===== src/rtl/traceback_sequencer.sv =====
// Traceback-phase sequencer for the NW engine: reads direction/sequence RAM,
// waits out its latency, steps the traceback datapath and streams aligned pairs.
module traceback_sequencer #(
    parameter int N       = 128,
    parameter int BitAddr = $clog2(N + 1),
    parameter int SCORE_W = BitAddr + 1,
    parameter int RAM_LAT = 1,
    parameter int LEN_W   = $clog2(2 * N + 1)
) (
    input  logic                      clk,
    input  logic                      rst,
    input  logic                      start,
    input  logic                      abort,
    input  logic                      end_c,
    input  logic [2:0]                datoA,
    input  logic [2:0]                datoB,
    input  logic signed [SCORE_W-1:0] final_score,
    output logic                      rd_en,
    output logic                      en_traceB,
    output logic                      out_valid,
    input  logic                      out_ready,
    output logic [2:0]                out_a,
    output logic [2:0]                out_b,
    output logic                      busy,
    output logic                      done,
    output logic                      err,
    output logic [LEN_W-1:0]          aln_len,
    output logic signed [SCORE_W-1:0] score_out
);

    // state  | meaning
    // IDLE   | waiting for start
    // RD     | RAM read strobe for current cell
    // WAIT   | counting down RAM latency
    // STEP   | one-cycle step enable to the traceback datapath
    // EMIT   | aligned pair presented, waiting for out_ready
    // DONE   | one-cycle completion pulse, score latched
    typedef enum logic [2:0] {
        S_IDLE,
        S_RD,
        S_WAIT,
        S_STEP,
        S_EMIT,
        S_DONE
    } state_t;

    localparam int LAT_W = (RAM_LAT > 1) ? $clog2(RAM_LAT) : 1;
    localparam logic [LEN_W-1:0] LAST_PAIR = LEN_W'(2 * N - 1);
    localparam logic [LEN_W-1:0] MAX_LEN   = LEN_W'(2 * N);

    state_t           state, state_nx;
    logic [LAT_W-1:0] lat_cnt;
    logic             hs;

    assign hs = (state == S_EMIT) && out_ready && !abort;

    always_comb begin
        state_nx  = state;
        rd_en     = 1'b0;
        en_traceB = 1'b0;
        out_valid = 1'b0;
        done      = 1'b0;
        busy      = (state != S_IDLE);
        case (state)
            S_IDLE: if (start) state_nx = S_RD;
            S_RD: begin
                rd_en    = 1'b1;
                state_nx = S_WAIT;
            end
            S_WAIT: if (lat_cnt == '0) state_nx = S_STEP;
            S_STEP: begin
                en_traceB = 1'b1;
                state_nx  = S_EMIT;
            end
            S_EMIT: begin
                out_valid = 1'b1;
                if (out_ready) begin
                    if (end_c || aln_len == LAST_PAIR) state_nx = S_DONE;
                    else                               state_nx = S_RD;
                end
            end
            S_DONE: begin
                done     = 1'b1;
                state_nx = S_IDLE;
            end
            default: state_nx = S_IDLE;
        endcase
        // abort wins over every transition, including start in IDLE
        if (abort) state_nx = S_IDLE;
    end

    always_ff @(posedge clk) begin
        if (rst) begin
            state   <= S_IDLE;
            lat_cnt <= '0;
        end else begin
            state <= state_nx;
            if (state == S_RD)
                lat_cnt <= LAT_W'(RAM_LAT - 1);
            else if (state == S_WAIT && lat_cnt != '0)
                lat_cnt <= lat_cnt - 1'b1;
        end
    end

    always_ff @(posedge clk) begin
        if (rst) begin
            out_a     <= '0;
            out_b     <= '0;
            aln_len   <= '0;
            err       <= 1'b0;
            score_out <= '0;
        end else begin
            if (state == S_IDLE && state_nx == S_RD) begin
                aln_len <= '0;
                err     <= 1'b0;
            end
            if (state == S_STEP && state_nx == S_EMIT) begin
                out_a <= datoA;
                out_b <= datoB;
            end
            if (hs && aln_len != MAX_LEN)
                aln_len <= aln_len + 1'b1;
            // reaching the 2N-th pair without an origin means a corrupt path
            if (hs && !end_c && aln_len == LAST_PAIR)
                err <= 1'b1;
            if (state != S_DONE && state_nx == S_DONE)
                score_out <= final_score;
        end
    end

endmodule


===== config.mk =====
export PLATFORM = sky130hd
export DESIGN_NAME = traceback_sequencer
export DESIGN_NICKNAME = d
export VERILOG_FILES = /design/src/rtl/traceback_sequencer.sv
export SDC_FILE = /design/constraint.sdc
export NUM_CORES = 1
export LEC_CHECK = 0
export ABC_AREA = 1
export CORE_AREA = 2 2 58 60
export CTS_CLUSTER_SIZE = 12
export DETAILED_ROUTE_END_ITERATION = 7
export DIE_AREA = 0 0 60 62
export PLACE_DENSITY = 0.87
export SYNTH_ARGS = -nofsm -noshare
export SYNTH_HDL_FRONTEND = slang
export SYNTH_SLANG_ARGS = --single-unit

===== constraint.sdc =====
create_clock -name clk -period 3.3 [get_ports clk]
set_clock_uncertainty 0.15 [all_clocks]
set_input_delay 0.66 -clock clk [delete_from_list [all_inputs] [get_ports clk]]
set_output_delay 0.66 -clock clk [all_outputs]
set_load 0.005 [all_outputs]

==> metrics <==
worst skew pair latency=around 0.32 ns; CP top delay family=buffers and inverters; via total after detailed routing=1,417; CP Buf/Inv Count=3; Routed WL=3180 microns; Final Hold Vio Count=0; commonest cells in the netlist=35 x nand2_1, 35 x nor2_1, 29 x dfxtp_1; max-capacitance violation count=0; Post-Synthesis Cells=203; initial antenna violation count=0; first-pass GRT wire length=5050 microns; row count=21; Yosys top cell area share=around two fifths; # DRC=0; share of cells above drive strength 1=a little over a tenth; Setup TNS=0 ns; Post-Synth XOR/XNOR Area=less than 1%; fin. max-slew vios=0; CTS HTree Levels=2; post-DP HPWL=2310 microns; Distinct cells, synth=25; VDD IR max=0.218 mV; GRT overflow=0; CTS buffer count=5; io pins=between 50 and 60; die area=3720 sq um; average routed wire per standard cell=about 11 microns; clock period minus worst slack=roughly 2.4 ns; FF-to-FF setup slack=1.01 ns; Area Growth Syn to Fin=41.7%; worst-path fanout max=4; register area share after synthesis=40.8%; Rel. slew slack=63.9%; Placed Cells=294; hold_buf cts=0; status=finished clean; Post-synth EDFFs=0; Final Setup Violations=0; Worst path slowest cell=clkdlybuf4s50_1; mux cell area share after synthesis=0%; Worst Setup Start Kind=register; clock sink total=29; adder-cell share of the synthesized area=around 2.6%; largest family of logic cells by synthesized area=simple AND/OR/NAND/NOR gates; Initial Util=44.7%; Primary FF master, synth=dfxtp_1; Core ar.=3180 sq um; leading area contributor after synthesis=dfxtp_1; # resized after CTS=0; gr usage total=18.1%; root buffer cell=clkbuf_4; routability cong.=0.830; #FFs+latches synth=29; power per cell area=323 nW/um^2; CTS clock-pin slew for the worst setup and hold paths=~0.090 ns; Mapped Area=between 1000 and 1500 sq um; # diodes=0; crit end category=output port; Worst Path Required=2.49 ns; crit path kind=reg2out; DRT iter0 DRCs=70; die height=62 microns; Syn Area/Cell=7.00 sq um; drt pass-1 iters=4; Hold Crit Class=reg2reg; Layout Cells excl Fill=302; asr flop ratio synth=0%; top post-synthesis cells by area=dfxtp_1 41%, nand2_1 9.2%, nor2_1 9.2%, inv_1 7.4%, nand3_1 6.3%; Worst Tran Pin Value=approximately 0.54 ns; YS warnings=0; fin crit share=73.3%; leak pwr=0.858 nW; largest net degree at the start of global routing=21; Compound-Gate Fraction of Synth Area=just over 7%; IO Port Bufs=50; post-CTS setup buffers=0; drt via density=4.69; Routed Antenna Nets=0; number of global-route vias before repair=1,193; syn_nets=227; Layout Nets=about 280; Post-Synth Simple-Gate Area=37.9%; CTS tree=done; Fmax achieved=413 MHz; die width=60 microns; clk buf depth=2; RSZ-0062 raised after global routing=no; Cell Chain, Critical Path=nor2_2, inv_2, nor2_1, inv_1, clkdlybuf4s50_1; Crit path largest cell delay=0.44 ns; crit path DAT=1.61 ns
==> report_power, final <==
part	total, mW	internal [mW]	switching (mW)
registers	0.352	0.351	0.00112
logic	0.0520	0.0288	0.0233
clock network	0.247	0.123	0.124
==> stage by stage <==
| stage | hold slack (ns) | setup WS [ns] | util (%) | area (sq um) | power [mW] |
|---|---|---|---|---|---|
| global placement | 0.285 | 0.957 | 61.2 | 1940 | 0.412 |
| detailed placement | 0.290 | 0.936 | 61.2 | 1940 | 0.413 |
| global route | 0.327 | 0.696 | 63.4 | 2010 | 0.676 |
| CTS | 0.304 | 0.836 | 63.4 | 2010 | 0.661 |
| floorplan | 0.274 | 1.24 | - | 1420 | 0.380 |
| finish | 0.304 | 0.879 | 63.4 | 2010 | 0.651 |
==> routing by layer <==
metal / GRT usage [%] / up-vias / part of all wire (%)
li1: - / 734 / -
met1: 23.6 / 627 / 46
met5: 0 / - / 0
met2: 25.8 / 52 / 46
met4: 7.62 / 0 / 0.85
met3: 8.28 / 4 / 7.5
==> layout make-up <==
cell class                 instances  area [sq um]
clock inverter                     1          5.00
clock buffer                       7          65.1
sequential                        29           581
multi-input combinational        137           686
inverter                          32           120
fill                             268          1160
tap                               46          57.6
timing repair buffer              50           500
==> final timing paths <==
kind | cells after the start | startpoint | endpoint
max | 5 | state[1]$_SDFF_PP0_ | busy
min | 2 | lat_cnt$_SDFFE_PP0P_ | lat_cnt$_SDFFE_PP0P_
max reg2reg | 14 | aln_len[1]$_SDFFE_PP0P_ | score_out[1]$_SDFFE_PP0P_
min reg2reg | 2 | lat_cnt$_SDFFE_PP0P_ | lat_cnt$_SDFFE_PP0P_
==> placed cells by master (no fill, tap or decap), types with 3 or more instances in the layout <==
cell	synthesis	routed
inv_1	28	28
clkdlybuf4s50_1	0	50
nor2_2	5	5
clkbuf_4	0	5
nor3_1	5	5
nor2_1	35	35
o21ai_0	9	9
inv_2	4	4
nand2_2	5	5
a21oi_1	10	10
nand3_1	18	18
ha_1	3	3
nand2_1	35	35
dfxtp_1	29	29
==> state kept, by name, indices dropped and copies added, names as in the netlist <==
register and cells:
out_b 3, out_a 3, score_out 9, aln_len 9, state 3, lat_cnt 1
err 1
==> worst register-to-register path, cell delays in order (launching register included) <==
cell and delay [ns]:
dfxtp_1 0.43, ha_1 0.22, nand3_1 0.10, nor2_1 0.16, nand3_1 0.11, nor2_1 0.10
ha_1 0.17, nor2_1 0.05, nand2_1 0.05, nand2_1 0.07, nand2_2 0.08, nand4_4 0.24
nand2_1 0.13, nand2_1 0.05, nor2_1 0.11
==> kinds of logic after synthesis <==
logic type / count (synthesis)
and+or+nand+nor: 113
buffers and inverters: 37
DFF: 29
AOI/OAI and AO/OA: 20
adders and majority gates: 3
xor gates and xnor gates: 1
(Power assumes the default switching activity.)
